`config.mk`:
```
export PLATFORM = sky130hd
export DESIGN_NAME = studio2_keypad
export DESIGN_NICKNAME = d
export VERILOG_FILES = /design/src/rtl/studio2_keypad.sv
export SDC_FILE = /design/constraint.sdc
export NUM_CORES = 1
export LEC_CHECK = 0
export CAP_MARGIN = 10
export CORE_MARGIN = 1
export CORE_UTILIZATION = 30
export DETAILED_ROUTE_END_ITERATION = 8
export GPL_TIMING_DRIVEN = 0
export PLACE_DENSITY = 0.63
export SYNTH_ARGS = -nofsm -noshare
export SYNTH_HDL_FRONTEND = slang
export SYNTH_SLANG_ARGS = --single-unit
export TNS_END_PERCENT = 30
```
`constraint.sdc`:
```
create_clock -name clk -period 2.2 [get_ports clk]
set_input_delay 0.44 -clock clk [delete_from_list [all_inputs] [get_ports clk]]
set_output_delay 0.44 -clock clk [all_outputs]
set_load 0.005 [all_outputs]
```
`src/rtl/studio2_keypad.sv`:
```
// Studio II hex-keypad front end: ps2_key events become two 10-key held bitmaps.
// OUT 2 latches the key select, which drives the active-low EF3/EF4 key-down flags.
module studio2_keypad (
    input  logic        clk,
    input  logic        resetq,
    input  logic [10:0] ps2_key,
    input  logic        clear_all,
    input  logic        io_out,
    input  logic [2:0]  io_n,
    input  logic [7:0]  io_dout,
    output logic        ef3_n,
    output logic        ef4_n,
    output logic [3:0]  key_sel,
    output logic [9:0]  kp1_state,
    output logic [9:0]  kp2_state
);

    logic       prev_tog;
    logic       primed;
    logic       key_event;
    logic       hit1;
    logic       hit2;
    logic [3:0] idx;
    logic [15:0] kp1_ext;
    logic [15:0] kp2_ext;

    // The toggle is consumed even for extended codes; only the decode is suppressed.
    assign key_event = primed && (ps2_key[10] != prev_tog) && !ps2_key[8];

    always_comb begin
        hit1 = 1'b0;
        hit2 = 1'b0;
        idx  = 4'd0;
        case (ps2_key[7:0])
            8'h45: begin hit1 = 1'b1; idx = 4'd0; end
            8'h16: begin hit1 = 1'b1; idx = 4'd1; end
            8'h1E: begin hit1 = 1'b1; idx = 4'd2; end
            8'h26: begin hit1 = 1'b1; idx = 4'd3; end
            8'h25: begin hit1 = 1'b1; idx = 4'd4; end
            8'h2E: begin hit1 = 1'b1; idx = 4'd5; end
            8'h36: begin hit1 = 1'b1; idx = 4'd6; end
            8'h3D: begin hit1 = 1'b1; idx = 4'd7; end
            8'h3E: begin hit1 = 1'b1; idx = 4'd8; end
            8'h46: begin hit1 = 1'b1; idx = 4'd9; end
            8'h70: begin hit2 = 1'b1; idx = 4'd0; end
            8'h69: begin hit2 = 1'b1; idx = 4'd1; end
            8'h72: begin hit2 = 1'b1; idx = 4'd2; end
            8'h7A: begin hit2 = 1'b1; idx = 4'd3; end
            8'h6B: begin hit2 = 1'b1; idx = 4'd4; end
            8'h73: begin hit2 = 1'b1; idx = 4'd5; end
            8'h74: begin hit2 = 1'b1; idx = 4'd6; end
            8'h6C: begin hit2 = 1'b1; idx = 4'd7; end
            8'h75: begin hit2 = 1'b1; idx = 4'd8; end
            8'h7D: begin hit2 = 1'b1; idx = 4'd9; end
            default: ;
        endcase
    end

    // Zero-extended so selects 10..15 read as "not held".
    assign kp1_ext = {6'd0, kp1_state};
    assign kp2_ext = {6'd0, kp2_state};

    always_ff @(posedge clk or negedge resetq) begin
        if (!resetq) begin
            prev_tog  <= 1'b0;
            primed    <= 1'b0;
            kp1_state <= '0;
            kp2_state <= '0;
            key_sel   <= 4'hF;
            ef3_n     <= 1'b1;
            ef4_n     <= 1'b1;
        end else begin
            prev_tog <= ps2_key[10];
            primed   <= 1'b1;
            if (clear_all) begin
                kp1_state <= '0;
                kp2_state <= '0;
            end else if (key_event) begin
                if (hit1) kp1_state[idx] <= ps2_key[9];
                if (hit2) kp2_state[idx] <= ps2_key[9];
            end
            if (io_out && io_n == 3'd2)
                key_sel <= io_dout[3:0];
            ef3_n <= ~kp1_ext[key_sel];
            ef4_n <= ~kp2_ext[key_sel];
        end
    end

endmodule

```
==> results of run 1 <==
-- metal layers --
layer	GRT usage [%]	vias up	routed length [um]
met2	28.3	58	2560
met4	5.17	0	116
li1	-	910	-
met1	22.7	914	2480
met5	0	-	0
met3	3.19	12	283
-- state kept, by name (all words and copies together), names as in the netlist --
register / count
ef3_n: 1
ef4_n: 1
key_sel: 4
kp1_state: 10
kp2_state: 10
prev_tog: 1
primed: 1
-- area by class of cell --
cell class              count  area, um^2
inverters                   6        22.5
flip-flops and latches     28         708
multi-input cells         161        1230
clock buffers               4        55.1
fillers                   619        3370
repair buffers             52         508
well taps                  75        93.8
plain buffers              16         105
-- synthesized netlist by cell type, drive strengths merged (3+ instances only) --
cell type and n:
mux2i 10, nor2 12, mux4 3, dfrtp 22, o211ai 5, nor4b 3, o21ai 27, o32ai 3
nand2b 8, a31oi 3, inv 5, nor4 3, nor3b 3, a21oi 6, mux2 4, clkbuf 10
o31ai 3, nand4b 3, buf 7, nand2 15, nor3 4, or3 4, dfstp 6, nand3 3
a22o 8
-- cells by family (layout without fill, tap and decap cells) --
logic type             Yosys count  count (layout)
flip-flops                      28              28
buffers and inverters           23              78
AND/OR/NAND/NOR                 75              75
multiplexers                    17              17
other                            1               1
XOR/XNOR                         2               2
AO/OA/AOI/OAI                   66              66
-- critical path: stages --
cell and delay (ps):
dlygate4sd2_1 340, nand2b_2 170, a2111oi_4 410, a311oi_2 70, a211o_2 350, or4_1 400
nand3_1 90
-- metrics by stage --
| step | power [uW] | cell area (um^2) |
|---|---|---|
| 6_report | 1220 | 2730 |
| 5_1_grt | 1290 | 2730 |
| 4_1_cts | 1230 | 2720 |
| 3_5_place_dp | 893 | 2520 |
| 3_3_place_gp | 884 | 2490 |
| 2_1_floorplan | 744 | 1950 |
-- power breakdown --
group          leakage, uW  internal [uW]  switching [uW]
registers         0.000365            556            23.0
logic             0.000627            162             160
clock network    0.0000288            160             162
total              0.00102            879             344
-- worst max-delay path by stage --
stage	to	cells past startpoint
finish	kp1_state[0]$_DFFE_PN0P_	7
global route	kp1_state[0]$_DFFE_PN0P_	8
global placement	kp1_state[0]$_DFFE_PN0P_	7
detailed placement	kp1_state[0]$_DFFE_PN0P_	7
floorplan	kp1_state[0]$_DFFE_PN0P_	7
CTS	kp1_state[0]$_DFFE_PN0P_	8
-- timing repair --
item                                    in CTS  in global routing
pin swaps                                    7                  3
endpoints found under the setup margin      20                 19
setup buffers                                6                  0
resized for setup                           40                 13
hold endpoints to repair                     0                  0
==> load_flow_metrics.sql, run 1 <==
INSERT INTO impl_metrics (metric_group, metric, value, unit) VALUES
('logic_synthesis', 'post_synth_xor_area_fraction', '0.899', '%'),
('clocking', 'cts_buffers', '3', ''),
('drt', 'vias_per_cell', '5.54', ''),
('timing', 'setup_viol_count_final', '0', ''),
('place', 'placedCellCount', '333', ''),
('drt', 'drtPass1Iterations', '4', ''),
('global_route', 'first_global_vias', '1827', ''),
('logic_synthesis', 'muxShareOfSynthArea', '10.9', '%'),
('logic_synthesis', 'synth_compound_area_share', '23.2', '%'),
('floorplan', 'die_width', '82.6', 'um'),
('timing', 'unrepaired_setup_endpoints_after_global_routing', 'no', ''),
('logic_synthesis', 'synth_sequential_area_ratio', '36.4', '%'),
('layout', 'layout.cells.most_common', 'clkdlybuf4s50_1', ''),
('place', 'port_buffers', '45', ''),
('critical_path', 'r2r_cells', '5', ''),
('logic_synthesis', 'post_synth_main_area_contributors', 'dfrtp_1 28%, dfstp_2 8.1%, o21ai_0 6.9%', ''),
('timing', 'final-hold-violation-count', '0', ''),
('timing', 'min_period_over_period', '93.2', '%'),
('drt', 'drc', '0', ''),
('drt', 'detailedRoute.firstIterationViolations', '77', ''),
('global_route', 'grt_pass1_wl', '8890', 'um'),
('floorplan', 'initial_utilization', '32.0', '%'),
('clocking', 'max-clock-path-buffers', '2', ''),
('logic_synthesis', 'synth_top_family_by_area', 'simple AND/OR/NAND/NOR gates', ''),
('clocking', 'clk-insertion-delay-late', '280', 'ps'),
('status', 'status', 'complete, no violations', ''),
('clocking', 'clock-sinks', '28', ''),
('layout', 'finalNetCount', '294', ''),
('timing', 'slew_violations', '0', ''),
('logic_synthesis', 'async_reset_ff_share', '100', '%'),
('timing', 'maxClockFrequency', '487', 'MHz'),
('critical_path', 'critPathRequiredTime', '2420', 'ps'),
('global_route', 'grt_antenna_before_repair', '0', ''),
('critical_path', 'cp.arrival', '2270', 'ps'),
('clocking', 'clk_transition_reported_paths', '100', 'ps'),
('clocking', 'cts_tree', 'built', ''),
('run', 'drv.max_cap_violation_count', '0', ''),
('logic_synthesis', 'count_of_state_elements_after_synthesis', '28', ''),
('layout', 'number_of_standard_cells_in_the_final_layout_excluding_fillers', '342', ''),
('timing', 'slew_limit_headroom', '46.4', '%'),
('critical_path', 'worst-path-max-fanout', '6', ''),
('logic_synthesis', 'yosys_warnings', '0', ''),
('critical_path', 'crit_path_start', 'ps2_key[2]', ''),
('logic_synthesis', 'synth.net_count', '238', ''),
('layout', 'n_antenna_cell', '0', ''),
('logic_synthesis', 'post_synthesis_cell_count', '212', ''),
('logic_synthesis', 'post_synth_edffs', '0', ''),
('timing', 'timing.clock.skew', '8.23', 'ps'),
('clocking', 'cts_hold_repair.buffers', '0', ''),
('layout', 'most_used_cells_in_the_layout_excluding_fill_and_tap_cells', '39 x clkdlybuf4s50_1, 22 x o21ai_0, 22 x dfrtp_1', ''),
('clocking', 'cts_max_level', '1', ''),
('logic_synthesis', 'yosys.cell_types.count', '51', ''),
('logic_synthesis', 'post-synth-top-area-fraction', '28.3', '%'),
('floorplan', 'num_rows', '28', ''),
('floorplan', 'design.die.area', '6820', 'um^2'),
('global_route', 'globalRouteTotalUtil', '17.1', '%'),
('global_route', 'globalRouteOverflowTotal', '0', ''),
('floorplan', 'core-area', '6100', 'um^2'),
('critical_path', 'worstSetupStartpointType', 'input port', ''),
('floorplan', 'die_y', '82.6', 'um'),
('logic_synthesis', 'synth_area', '1950', 'um^2'),
('power', 'power_density_normalized_to_cell_area', '449', 'nW/um^2'),
('timing', 'layout_min_cycle_time', '2050', 'ps'),
('place', 'gpl.final_weighted_congestion', '0.803', ''),
('timing', 'fin_ws', '149', 'ps'),
('logic_synthesis', 'synth_fa_ha_area_share', '0', '%'),
('logic_synthesis', 'yosys_most_used_dff', 'dfrtp_1', ''),
('drt', 'route.final.wire_length', '5440', 'um'),
('worst_hold_path', 'holdCritPathClass', 'input port to asynchronous set/reset pin', ''),
('place', 'detailedPlace.worstSlack', '-793', 'ps'),
('logic_synthesis', 'cell_type_contributing_the_most_total_cell_area_after_synthesis', 'dfrtp_1', '');
(Power assumes the default switching activity.)
==> run 2, diff against run 1 <==
--- a/config.mk
+++ b/config.mk
@@ -5,12 +5,13 @@
 export SDC_FILE = /design/constraint.sdc
 export NUM_CORES = 1
 export LEC_CHECK = 0
+export ABC_AREA = 0
 export CAP_MARGIN = 10
 export CORE_MARGIN = 1
 export CORE_UTILIZATION = 30
 export DETAILED_ROUTE_END_ITERATION = 8
 export GPL_TIMING_DRIVEN = 0
-export PLACE_DENSITY = 0.63
+export PLACE_DENSITY = 0.65
 export SYNTH_ARGS = -nofsm -noshare
 export SYNTH_HDL_FRONTEND = slang
 export SYNTH_SLANG_ARGS = --single-unit
==> constraint.sdc (replaced) <==
create_clock -name clk -period 1.7 [get_ports clk]
set_input_delay 0.34 -clock clk [delete_from_list [all_inputs] [get_ports clk]]
set_output_delay 0.34 -clock clk [all_outputs]
set_load 0.005 [all_outputs]
==> run 2 against run 1 <==
Against the previous run: the flow now finishes with violations (setup timing); via count increased by 4.4%; clock power increased by 29%; first-iteration DRC count increased by 79%; routed wire length increased by 8.0%; non-clock buffer count increased by 11; critical path depth unchanged; design area increased by 9.1%; sequential share of layout area decreased by 2.2 points; total power increased by 33%; combinational power increased by 43%; clock skew decreased by 2.4 ps.
==> load_flow_metrics.sql, run 2 (synthesized netlist as in run 1, its figures left out) <==
INSERT INTO impl_metrics (metric_group, metric, value, unit) VALUES
('status', 'status', 'finished, violations left', ''),
('status', 'violated_checks', 'setup timing', ''),
('floorplan', 'die_y', '82.6', 'um'),
('run', 'drv.max_cap_violation_count', '0', ''),
('timing', 'final-hold-violation-count', '0', ''),
('drt', 'route.final.wire_length', '5870', 'um'),
('critical_path', 'worst-path-max-fanout', '5', ''),
('clocking', 'clk-insertion-delay-late', '280', 'ps'),
('timing', 'layout_min_cycle_time', '1970', 'ps'),
('drt', 'drtPass1Iterations', '4', ''),
('power', 'total_leakage_power', '0.00113', 'uW'),
('layout', 'drive_gt1_share', '31.3', '%'),
('global_route', 'globalRouteTotalUtil', '18.0', '%'),
('drt', 'wire_per_inst', '16.6', 'um'),
('timing', 'timing.clock.skew', '5.81', 'ps'),
('timing', 'totalNegativeSetupSlack', '-3150', 'ps'),
('critical_path', 'timing_worst_setup_path_type', 'input port to flop', ''),
('timing', 'worst-slew-pin-transition', '817', 'ps'),
('place', 'port_buffers', '45', ''),
('layout', 'syn_to_final_growth', '52.7', '%'),
('critical_path', 'worstSetupEndpointType', 'flop', ''),
('drt', 'vias_per_cell', '5.60', ''),
('global_route', 'grt_antenna_before_repair', '0', ''),
('timing', 'unrepaired_setup_endpoints_after_global_routing', 'yes', ''),
('timing', 'slew_limit_headroom', '45.4', '%'),
('timing', 'slew_violations', '0', ''),
('clocking', 'cts_hold_repair.buffers', '0', ''),
('global_route', 'first_global_vias', '1881', ''),
('drt', 'routed-via-count', '1977', ''),
('critical_path', 'critPathRequiredTime', '1920', 'ps'),
('floorplan', 'design.die.area', '6820', 'um^2'),
('global_route', 'grt_start_max_net_pins', '17', ''),
('floorplan', 'initial_utilization', '32.0', '%'),
('clocking', 'cts_buffers', '3', ''),
('drt', 'detailedRoute.firstIterationViolations', '138', ''),
('clocking', 'cts_tree', 'built', ''),
('clocking', 'clockRootBuffer', 'clkbuf_8', ''),
('drt', 'drc', '0', ''),
('layout', 'n_fill_cell', '585', ''),
('layout', 'layout.cells.most_common', 'clkdlybuf4s50_1', ''),
('layout', 'final_area', '2980', 'um^2'),
('global_route', 'grt_pass1_wl', '9330', 'um'),
('timing', 'setup_viol_count_final', '20', ''),
('layout', 'largest_registers', 'kp1_state: 10 flops, kp2_state: 10 flops, key_sel: 4 flops', ''),
('place', 'gpl.final_weighted_congestion', '0.842', ''),
('place', 'dpl_cell_area', '2510', 'um^2'),
('power', 'power_density_normalized_to_cell_area', '547', 'nW/um^2'),
('layout', 'finalNetCount', '305', ''),
('timing', 'maxClockFrequency', '507', 'MHz'),
('clocking', 'cts_max_level', '1', ''),
('critical_path', 'cp.arrival', '2200', 'ps'),
('clocking', 'max-clock-path-buffers', '2', ''),
('layout', 'utilization', '48.8', '%'),
('floorplan', 'die_width', '82.6', 'um'),
('drt', 'antenna_violating_nets_post_route', '0', ''),
('floorplan', 'design.portCount', '52', ''),
('timing', 'fin_ws', '-272', 'ps'),
('floorplan', 'num_rows', '28', ''),
('worst_hold_path', 'holdCritPathClass', 'input port to asynchronous set/reset pin', ''),
('power', 'max-vdd-ir-drop', '0.373', 'mV'),
('critical_path', 'regToRegSetupSlack', '100', 'ps'),
('clocking', 'clock-sinks', '28', ''),
('timing', 'min_period_over_period', '116', '%'),
('critical_path', 'worstSetupStartpointType', 'input port', ''),
('floorplan', 'core-area', '6100', 'um^2'),
('layout', 'n_antenna_cell', '0', ''),
('global_route', 'globalRouteOverflowTotal', '0', ''),
('layout', 'most_used_cells_in_the_layout_excluding_fill_and_tap_cells', '37 x clkdlybuf4s50_1, 22 x dfrtp_1, 19 x buf_4', ''),
('clocking', 'clk_transition_reported_paths', '100', 'ps'),
('place', 'dp_hpwl', '4040', 'um');
==> run 2: cell types whose count changed in the layout (fill, tap and decap cells not counted), moves of 2 or more <==
| cell | previous run | this run |
|---|---|---|
| nor2_1 | 11 | 8 |
| o21ai_0 | 22 | 16 |
| buf_2 | 3 | 1 |
| buf_12 | 0 | 2 |
| buf_4 | 10 | 19 |
| clkdlybuf4s50_1 | 39 | 37 |
| o21ai_1 | 3 | 6 |
| buf_8 | 0 | 4 |
| o21ai_2 | 2 | 4 |
| buf_6 | 2 | 5 |
| nor2_4 | 0 | 2 |
| clkbuf_2 | 4 | 1 |
| nand2b_1 | 6 | 4 |
==> run 2: critical path: stages <==
cell       delay (ps)
buf_8             100
or3b_4            390
a2111oi_4         420
a311oi_2          100
a211o_2           350
or4_4             430
nand3_2            70
==> run 2: metrics by stage <==
stage	cells	total power, uW	hold slack [ps]	setup slack (ps)
floorplan	212	962	44.4	-387
global placement	332	1140	545	-1190
detailed placement	333	1150	541	-1250
CTS	345	1610	542	-298
global route	353	1710	555	-303
finish	353	1630	526	-272
==> run 2: path summary, 6_finish.rpt <==
path / startpoint / to / depth (start not counted)
max in group asynchronous: resetq / key_sel[0]$_DFFE_PN1P_ / 2
setup / recovery: ps2_key[5] / kp1_state[0]$_DFFE_PN0P_ / 7
hold reg to reg: key_sel[2]$_DFFE_PN1P_ / ef3_n$_DFF_PN1_ / 2
min in group clk: ps2_key[10] / prev_tog$_DFF_PN0_ / 1
setup reg to reg: prev_tog$_DFF_PN0_ / kp1_state[0]$_DFFE_PN0P_ / 5
hold / removal: resetq / kp2_state[1]$_DFFE_PN0P_ / 1
==> run 2: layout make-up <==
class	count	area, um^2	area share, %
buffer	15	123	4.12
clock buffer	4	55.1	1.85
timing repair buffer	64	629	21.2
sequential	28	708	23.8
tap	75	93.8	3.15
multi-input combinational	161	1340	45.0
inverter	6	26.3	0.883
==> run 2: report_power, final <==
part	switching (uW)	internal (uW)	leakage, uW
Clock	208	208	0.0000288
Combinational	226	236	0.000740
Sequential	30.4	720	0.000365
==> run 2: routing by layer <==
metal	wire length, um	up-vias	GRT usage (%)	part of all wire [%]
li1	-	935	-	-
met5	0	-	0	0
met1	2700	996	24.5	46
met2	2900	40	28.8	49
met4	57	0	6.21	0.97
met3	217	6	3.08	3.7
==> run 2: repair_timing <==
action                     in CTS  in global routing
gates cloned                    1                  0
setup endpoints to repair      26                 22
pin swaps                      15                  9
gates resized for setup        80                 26
buffers inserted                9                  9
